==> src/rtl/reg_file_ctrl_if.sv <==
// Request/response bundle between a requester (datapath or sequencer) and the
// register file access controller.
interface reg_file_ctrl_if #(
    parameter int DW = 8,
    parameter int AW = 2
);
    logic          req_valid;
    logic          req_ready;
    logic [1:0]    req_op;
    logic [AW-1:0] req_addr_a;
    logic [AW-1:0] req_addr_b;
    logic [DW-1:0] req_data;

    logic          rsp_valid;
    logic          rsp_ready;
    logic [DW-1:0] rsp_data;
    logic          rsp_err;

    // Requester side: issues ops and accepts responses.
    modport master (
        output req_valid, req_op, req_addr_a, req_addr_b, req_data, rsp_ready,
        input  req_ready, rsp_valid, rsp_data, rsp_err
    );

    // Controller side: accepts ops and returns responses.
    modport slave (
        input  req_valid, req_op, req_addr_a, req_addr_b, req_data, rsp_ready,
        output req_ready, rsp_valid, rsp_data, rsp_err
    );
endinterface

==> src/rtl/reg_file_ctrl.sv <==
// Access controller for a small register file with a one-cycle registered read.
// Serializes READ / WRITE / MOVE ops, drives the file's address, one-hot write
// enables and write data, and returns one response per op.
module reg_file_ctrl #(
    parameter  int DW = 8,
    parameter  int AW = 2,
    localparam int NR = 2 ** AW
) (
    input  logic             clk,
    input  logic             rstn,
    reg_file_ctrl_if.slave   bus,
    output logic [AW-1:0]    rf_addr,
    output logic [NR-1:0]    rf_ce,
    output logic [DW-1:0]    rf_wdata,
    input  logic [DW-1:0]    rf_rdata
);

    typedef enum logic [2:0] {
        IDLE,
        RD1,
        RD2,
        WR,
        RSP
    } state_t;

    typedef enum logic [1:0] {
        OP_READ  = 2'b00,
        OP_WRITE = 2'b01,
        OP_MOVE  = 2'b10,
        OP_RSV   = 2'b11
    } op_t;

    state_t        state, state_d;
    op_t           op_q, op_d;
    logic [AW-1:0] dst_q, dst_d;
    logic [AW-1:0] rf_addr_d;
    logic [NR-1:0] rf_ce_d;
    logic [DW-1:0] rf_wdata_d;
    logic          rsp_valid_q, rsp_valid_d;
    logic [DW-1:0] rsp_data_q, rsp_data_d;
    logic          rsp_err_q, rsp_err_d;

    function automatic logic [NR-1:0] onehot(input logic [AW-1:0] idx);
        logic [NR-1:0] v;
        v      = '0;
        v[idx] = 1'b1;
        return v;
    endfunction

    // Ready depends on state alone, so there is no path from req_valid.
    assign bus.req_ready = (state == IDLE);
    assign bus.rsp_valid = rsp_valid_q;
    assign bus.rsp_data  = rsp_data_q;
    assign bus.rsp_err   = rsp_err_q;

    // Next-state and next-output decode for every registered signal.
    always_comb begin
        // NOTE: every target gets a default first so no path leaves one unassigned (no latch).
        state_d    = state;
        op_d       = op_q;
        dst_d      = dst_q;
        rf_addr_d  = rf_addr;
        rf_ce_d    = '0;
        rf_wdata_d = rf_wdata;
        rsp_data_d = rsp_data_q;
        rsp_err_d  = rsp_err_q;

        case (state)
            IDLE: begin
                if (bus.req_valid) begin
                    op_d  = op_t'(bus.req_op);
                    dst_d = bus.req_addr_b;
                    case (op_t'(bus.req_op))
                        OP_READ, OP_MOVE: begin
                            rf_addr_d = bus.req_addr_a;
                            state_d   = RD1;
                        end
                        OP_WRITE: begin
                            rf_ce_d    = onehot(bus.req_addr_a);
                            rf_wdata_d = bus.req_data;
                            state_d    = WR;
                        end
                        default: begin
                            rsp_err_d  = 1'b1;
                            rsp_data_d = '0;
                            state_d    = RSP;
                        end
                    endcase
                end
            end
            // The file samples rf_addr at the end of this cycle.
            RD1: state_d = RD2;
            RD2: begin
                rsp_data_d = rf_rdata;
                if (op_q == OP_MOVE) begin
                    rf_ce_d    = onehot(dst_q);
                    rf_wdata_d = rf_rdata;
                    state_d    = WR;
                end else begin
                    state_d = RSP;
                end
            end
            // rf_ce is high for this one cycle only; the response echoes the written value.
            WR: begin
                rsp_data_d = rf_wdata;
                state_d    = RSP;
            end
            RSP: begin
                if (bus.rsp_ready) begin
                    rsp_err_d = 1'b0;
                    state_d   = IDLE;
                end
            end
            default: state_d = IDLE;
        endcase

        rsp_valid_d = (state_d == RSP);
    end

    // State and registered outputs; reset drops any op in flight.
    always_ff @(posedge clk or negedge rstn) begin
        if (!rstn) begin
            state       <= IDLE;
            op_q        <= OP_READ;
            dst_q       <= '0;
            rf_addr     <= '0;
            rf_ce       <= '0;
            rf_wdata    <= '0;
            rsp_valid_q <= 1'b0;
            rsp_data_q  <= '0;
            rsp_err_q   <= 1'b0;
        end else begin
            // NOTE: non-blocking so every register samples the pre-edge values of the others.
            state       <= state_d;
            op_q        <= op_d;
            dst_q       <= dst_d;
            rf_addr     <= rf_addr_d;
            rf_ce       <= rf_ce_d;
            rf_wdata    <= rf_wdata_d;
            rsp_valid_q <= rsp_valid_d;
            rsp_data_q  <= rsp_data_d;
            rsp_err_q   <= rsp_err_d;
        end
    end

endmodule

==> src/flat_wrapper.sv <==
// flat-port wrapper written by rule: the top's interface ports become plain ports
module reg_file_ctrl_flat 
#(
    parameter  int DW = 8,
    parameter  int AW = 2,
    localparam int NR = 2 ** AW
)
  (clk, rstn, rf_addr, rf_ce, rf_wdata, rf_rdata, bus_req_valid, bus_req_op, bus_req_addr_a, bus_req_addr_b, bus_req_data, bus_rsp_ready, bus_req_ready, bus_rsp_valid, bus_rsp_data, bus_rsp_err);
  reg_file_ctrl_if #(.DW(DW), .AW(AW)) bus_i ();
  input  logic clk;
  input  logic rstn;
  output logic [AW-1:0] rf_addr;
  output logic [NR-1:0] rf_ce;
  output logic [DW-1:0] rf_wdata;
  input  logic [DW-1:0] rf_rdata;
  input wire logic [$bits(bus_i.req_valid)-1:0] bus_req_valid;
  input wire logic [$bits(bus_i.req_op)-1:0] bus_req_op;
  input wire logic [$bits(bus_i.req_addr_a)-1:0] bus_req_addr_a;
  input wire logic [$bits(bus_i.req_addr_b)-1:0] bus_req_addr_b;
  input wire logic [$bits(bus_i.req_data)-1:0] bus_req_data;
  input wire logic [$bits(bus_i.rsp_ready)-1:0] bus_rsp_ready;
  output wire logic [$bits(bus_i.req_ready)-1:0] bus_req_ready;
  output wire logic [$bits(bus_i.rsp_valid)-1:0] bus_rsp_valid;
  output wire logic [$bits(bus_i.rsp_data)-1:0] bus_rsp_data;
  output wire logic [$bits(bus_i.rsp_err)-1:0] bus_rsp_err;
  assign bus_i.req_valid = bus_req_valid;
  assign bus_i.req_op = bus_req_op;
  assign bus_i.req_addr_a = bus_req_addr_a;
  assign bus_i.req_addr_b = bus_req_addr_b;
  assign bus_i.req_data = bus_req_data;
  assign bus_i.rsp_ready = bus_rsp_ready;
  assign bus_req_ready = bus_i.req_ready;
  assign bus_rsp_valid = bus_i.rsp_valid;
  assign bus_rsp_data = bus_i.rsp_data;
  assign bus_rsp_err = bus_i.rsp_err;
  reg_file_ctrl #(.DW(DW), .AW(AW)) u_core (.clk(clk), .rstn(rstn), .bus(bus_i), .rf_addr(rf_addr), .rf_ce(rf_ce), .rf_wdata(rf_wdata), .rf_rdata(rf_rdata));
endmodule
==> config.mk <==
export PLATFORM = sky130hd
export DESIGN_NAME = reg_file_ctrl_flat
export DESIGN_NICKNAME = d
export VERILOG_FILES = /design/src/rtl/reg_file_ctrl_if.sv /design/src/rtl/reg_file_ctrl.sv /design/src/flat_wrapper.sv
export SDC_FILE = /design/constraint.sdc
export NUM_CORES = 1
export LEC_CHECK = 0
export ABC_AREA = 1
export CAP_MARGIN = 10
export CORE_AREA = 5 5 77 79
export CTS_CLUSTER_SIZE = 20
export DETAILED_ROUTE_END_ITERATION = 12
export DIE_AREA = 0 0 82 84
export PLACE_DENSITY = 0.58
export SETUP_SLACK_MARGIN = 0.3
export SYNTH_ARGS = -nofsm -noshare
export SYNTH_HDL_FRONTEND = slang
export SYNTH_SLANG_ARGS = --single-unit
==> constraint.sdc <==
create_clock -name clk -period 1.56 [get_ports clk]
set_input_delay 0.39 -clock clk [delete_from_list [all_inputs] [get_ports clk]]
set_output_delay 0.39 -clock clk [all_outputs]
set_load 0.05 [all_outputs]
# After elaboration in Yosys (flattened, before gate mapping)
# Cells that the tools add are included.
totals:
  out_inout_bits: 25
  wordCells: 64
  register_bits: 31
  input_bits: 26
classes:
  magnitude_cmp: 4
  reduce_logical: 14
  eq_ne: 13
  n_mux: 24
op_table:
  columns: ["cell", "n"]
  rows:
  - ["$mux 8", 5]
  - ["$pmux 8 s3", 1]
  - ["$pmux 8 s2", 1]
  - ["$pmux 3 s5", 1]
  - ["$mux 4", 3]
  - ["$mux 3", 3]
  - ["$pmux 4 s2", 1]
  - ["$reduce_and 4->1", 2]
  - ["$eq 3x2->1 const B", 2]
  - ["$eq 3x3->1 const B", 2]
  - ["$lt 2x3->1 const B", 2]
  - ["$ne 2x2->1 const B", 3]
  - ["$pmux 3 s2", 1]
  - ["$reduce_and 3->1", 2]
  - ["$mux 1", 5]
  - ["$demux 1 s2", 2]
  - ["$eq 2x2->1 const B", 2]
  - ["$ge 2x1->1 const B", 2]
  - ["$ne 2x1->1 const B", 2]
  - ["$reduce_bool 2->1", 2]
  - ["$eq 3x1->1 const B", 1]
  - ["$logic_not 3->1", 1]
  - ["$reduce_bool 3->1", 1]
  - ["$reduce_or 3->1", 1]
  - ["other kinds (6)", 7]

# Longest topological paths before layout
# Gate-level depths: netlist of run 1.
depth:
  word_depth: 7
  depth_mapped: 7
  mapped_depth_nobuf: 7

# Worst setup path before layout of run 1
# Ideal clock, no wire load.
synth_path:
  kind: "register to register"
  start: "register u_core.state[0]"
  end: "register u_core.rsp_data_q[0] (netlist: u_core.bus.rsp_data[0])"
  path_buffers: 0
  path_stages_with_launch: 8
  setup_time_ps: 66
  slack_ps: -3
  t_arrival_ps: 1498
  path_cell_list: "dfrtp_1 -> inv_2 -> nand2_2 -> nor2_2 -> o21ai_2 -> nand2_4 -> nand2_1 -> nand2_1"
synth_via:
  elab_chain_len: 3
  elab_cells_between_ends: 8
  classes_between: "eq/ne (4); mux (1); reduce/logical (3)"
synth_rtl:
  columns: ["item", "line", "source"]
  rows:
  - ["start, declared", "reg_file_ctrl.sv:33", "state_t state, state_d;"]
  - ["start signal, assigned", "reg_file_ctrl.sv:134", "state <= state_d;"]
  - ["$logic_not 3->1 *", null, null]
  - ["via bus_req_ready", "flat_wrapper.sv:22", "output wire logic [$bits(bus_i.req_ready)-1:0] bus_req_ready;"]
  - ["$ne 2x2->1 (no source line) / $reduce_bool 3->1 (equally long branches)", null, null]
  - ["$reduce_and 3->1 (no source line)", null, null]
  - ["end signal, assigned", "reg_file_ctrl.sv:141", "rsp_data_q <= rsp_data_d;"]
  - ["end, declared", "reg_file_ctrl.sv:40", "logic [DW-1:0] rsp_data_q, rsp_data_d;"]
# The timed path passes the listed nets; every way through them passes the cells marked *.
# A chain may end at the register's enable or synchronous reset.

# Worst setup path after layout of run 1
layout_path:
  start: "register u_core.state[1]"
  end: "output bus_req_ready"
layout_via:
  elab_chain_len: 1
layout_rtl:
  columns: ["item", "line", "source"]
  rows:
  - ["$logic_not 3->1", "reg_file_ctrl.sv:51", "assign bus.req_ready = (state == IDLE);"]
  - ["end, declared", "flat_wrapper.sv:22", null]
# No other way between the ends.

==> summary.md, run 1 <==
| Metric | Value |
|---|---|
| Crit. End Element | output port |
| Number of antenna violations at the first check in global routing | 0 |
| Wire length per cell after detailed routing | 12.5 um |
| DPL Wire Length | 3.03 mm |
| Worst-case clock skew | 0.00824 ns |
| Vias in the first global route | 1543 |
| Clk Latency, worst-skew pair | approximately 0.28 ns |
| Warnings, synthesis | 0 |
| Routed vias | 1479 |
| Max-cap violations | 0 |
| Startpoint type of the worst setup path | register |
| First-pass GRT wire length | approximately 7 mm |
| Total routing usage reported by global routing | 13.3% |
| Dpl cell area | 2470 um2 |
| Final antenna diode count | 0 |
| Post-synthesis register bit count | 31 |
| Highest ir drop seen on vdd | 0.00118 V |
| Cell row count | 27 |
| Critical path startpoint | u_core.state[1]$_DFF_PN0_ |
| Fin. max-slew vios | 0 |
| Area of the multi-input gates | just under 800 um2 |
| Main area contributors after synthesis | sky130_fd_sc_hd__dfrtp_1 (49%), sky130_fd_sc_hd__nand2_1 (15%), sky130_fd_sc_hd__a21oi_2 (4.4%) |
| Power density cells | between 2000 and 2500 nW/um2 |
| Number of fillers in the final layout | 500 |
| Net total in the final layout | 296 |
| Die Ht | between 80 and 90 um |
| Total length of routed wires | 4.30 mm |
| Pin count of the biggest net entering global routing | 32 |
| Fmax | 667 MHz |
| Unrepaired setup endpoints after global routing | true |
| Data arrival time of the critical path | 1.11 ns |
| Port buffer count | 50 |
| Ratio of routed vias to standard cells | 4.31 |
| I/O pin count | slightly above 50 |
| Leakage power summed over all cells | 1.38 nW |
| Average instance area after synthesis | 8.35 um2 |
| Startpoint of the most critical register-to-register path | u_core.state[1]$_DFF_PN0_ |
| Length of the first detailed-routing pass in iterations | 4 |
| Sequential share of the synthesized area | 49.1% |
| Share of cells above drive strength 1 | 40.2% |
| Highest-count cells in the layout ignoring fill and taps | sky130_fd_sc_hd__nand2_1 (53), sky130_fd_sc_hd__buf_12 (27), sky130_fd_sc_hd__dfrtp_1 (27) |
| Worst Path Required | 1.17 ns |
| Area share of the largest cell type after synthesis | about 49% |
| Path depth of the worst reg2reg path | 9 |
| Cells after Synth | 189 |
| Drt initial violations | 44 |
| Sequential cell area in the final layout | ~780 um2 |
| Number of endpoints failing setup at the final stage | 0 |
| Capture point of the worst reg-to-reg path | u_core.rf_wdata[2]$_DFFE_PN0P_ |
| Synthesized Nets | approximately 220 |
| Cell with the biggest individual delay on the critical path | sky130_fd_sc_hd__dfrtp_2 |
| Final Util | 53.4% |
| Worst setup path category | register to output port |
| Overflow left after global routing | 0 |
| Maximum fanout along the worst path | 2 |
| Core outline area | 5270 um2 |
| Synth-to-Final Area Change | 78.2% |
| Longest individual stage delay on the worst path | 0.42 ns |
| Routability cong. | 0.852 |
| Post-synth top area cell | sky130_fd_sc_hd__dfrtp_1 |
| Initial Utilization | 30.0% |
| Most common library cell in the layout ignoring fill and taps | sky130_fd_sc_hd__nand2_1 |
| Run status | finished clean |
| Min Clock Period, post-route | 1.50 ns |
| Slew of the pin with the lowest slew margin | 0.292 ns |
| Setup_tns | 0 ns |
| Library cell used as clock root buffer | sky130_fd_sc_hd__clkbuf_8 |
| Sequence of cells on the critical path | inv_2 -> nand2_4 -> nor2_4 -> buf_12 |
| Cell area after technology mapping | 1580 um2 |
| Tightest slew margin relative to the limit | 80.4% |
| Fin area | between 2000 and 3000 um2 |
| Capturing instance or port of the critical path | bus_req_ready |
| Number of nets with antenna violations after routing | 0 |
| Final hold violation count | 0 |
| Hold-fix buffers at CTS | 0 |
| Final period util | 96.1% |
| # DRC | 0 |
| Cts bufs inserted | 5 |
| Clock transition at path regs | 0.07 ns |
| H-tree lvl count | 2 |
| Die width | between 80 and 90 um |
| Clk sink count | 31 |
| Full die area | around 6900 um2 |
| Distinct cells, synth | 24 |
| Worst reg-to-reg setup slack | 0.22 ns |
| CTS tree | yes |
| Deepest clock path buffer count | 2 |
| Path category of the worst min-delay check | input pin to async pin |
-- power breakdown --
group          leakage, nW  internal (mW)  switching, mW
Combinational        0.937           1.82           2.13
Sequential           0.395           1.14          0.355
Clock               0.0515          0.403          0.294
-- synthesized netlist by cell type, drive strengths merged --
library cell and count:
o21a 2, inv 21, nor2 17, dfrtp 31
a21oi 10, nand2 72, buf 2, nand3b 1
nand3 15, clkinv 1, o21ai 14, nand4 2
o211ai 1
-- per-stage QoR --
| step | cells | hold WS [ns] | setup slack (ns) | power (mW) |
|---|---|---|---|---|
| finish | 343 | 0.470 | 0.0614 | 6.14 |
| global route | 343 | 0.477 | 0.0159 | 6.51 |
| CTS | 339 | 0.476 | 0.0484 | 5.97 |
| detailed placement | 315 | 0.482 | -0.0925 | 4.90 |
| global placement | 315 | 0.475 | -0.0619 | 4.87 |
| floorplan | 189 | 0.0944 | 0.208 | 3.29 |
-- how the worst min path moves through the flow --
stage / startpoint / to / slack [ns] / cells past startpoint
after floorplan: rstn / u_core.bus.rsp_data[0]$_DFFE_PN0P_ / 0.09 / 0
after global placement: u_core.op_q[0]$_DFFE_PN0P_ / u_core.op_q[0]$_DFFE_PN0P_ / 0.47 / 1
after detailed placement: u_core.op_q[1]$_DFFE_PN0P_ / u_core.op_q[1]$_DFFE_PN0P_ / 0.48 / 1
after CTS: rstn / u_core.dst_q[1]$_DFFE_PN0P_ / 0.48 / 2
after global routing: rstn / u_core.rf_ce[2]$_DFF_PN0_ / 0.48 / 2
final: rstn / u_core.dst_q[1]$_DFFE_PN0P_ / 0.47 / 2
-- state kept, by name, indices dropped and copies added (netlist names) --
name,cells
u_core.bus.rsp_data,8
u_core.rf_wdata,8
u_core.rf_ce,4
u_core.state,3
u_core.dst_q,2
u_core.op_q,2
u_core.rf_addr,2
u_core.bus.rsp_err,1
u_core.bus.rsp_valid,1
-- critical path: cells and delay by family, from the launching register on --
kind	cells	cell delay [ns]
DFF	1	0.42
buffers and inverters	2	0.23
and+or+nand+nor	2	0.18
-- cells by family after synthesis --
logic type             Yosys count  synth area share [%]
AO/OA/AOI/OAI                   27                  12.1
buffers and inverters           24                  6.97
flip-flops                      31                  49.1
AND/OR/NAND/NOR                107                  31.8
-- cell type report --
cell class | instances | share of cell area, %
timing repair buffer | 76 | 34.8
sequential | 31 | 27.7
multi-input combinational | 134 | 27.5
clock buffer | 8 | 3.56
inverter | 22 | 3.20
tap | 72 | 3.20
-- what timing repair did --
action	in CTS	in global routing
gates cloned	0	0
buffers inserted	16	4
endpoints found under the setup margin	34	47
pin swaps	6	5
gates resized for setup	18	15
-- layer usage --
metal / track usage (%) / share of wire (%)
met1: 17.5 / 46
met2: 21.2 / 48
met3: 4.10 / 5.1
met4: 2.72 / 0.72
met5: 0 / 0
(Power assumes the default switching activity.)
==> inputs of run 2 (changes only) <==
--- a/config.mk
+++ b/config.mk
@@ -6,7 +6,6 @@
 export NUM_CORES = 1
 export LEC_CHECK = 0
 export ABC_AREA = 1
-export CAP_MARGIN = 10
 export CORE_AREA = 5 5 77 79
 export CTS_CLUSTER_SIZE = 20
 export DETAILED_ROUTE_END_ITERATION = 12
==> results of run 2 <==
Same layout as run 1: the final DEF is identical, and so are final timing and power.
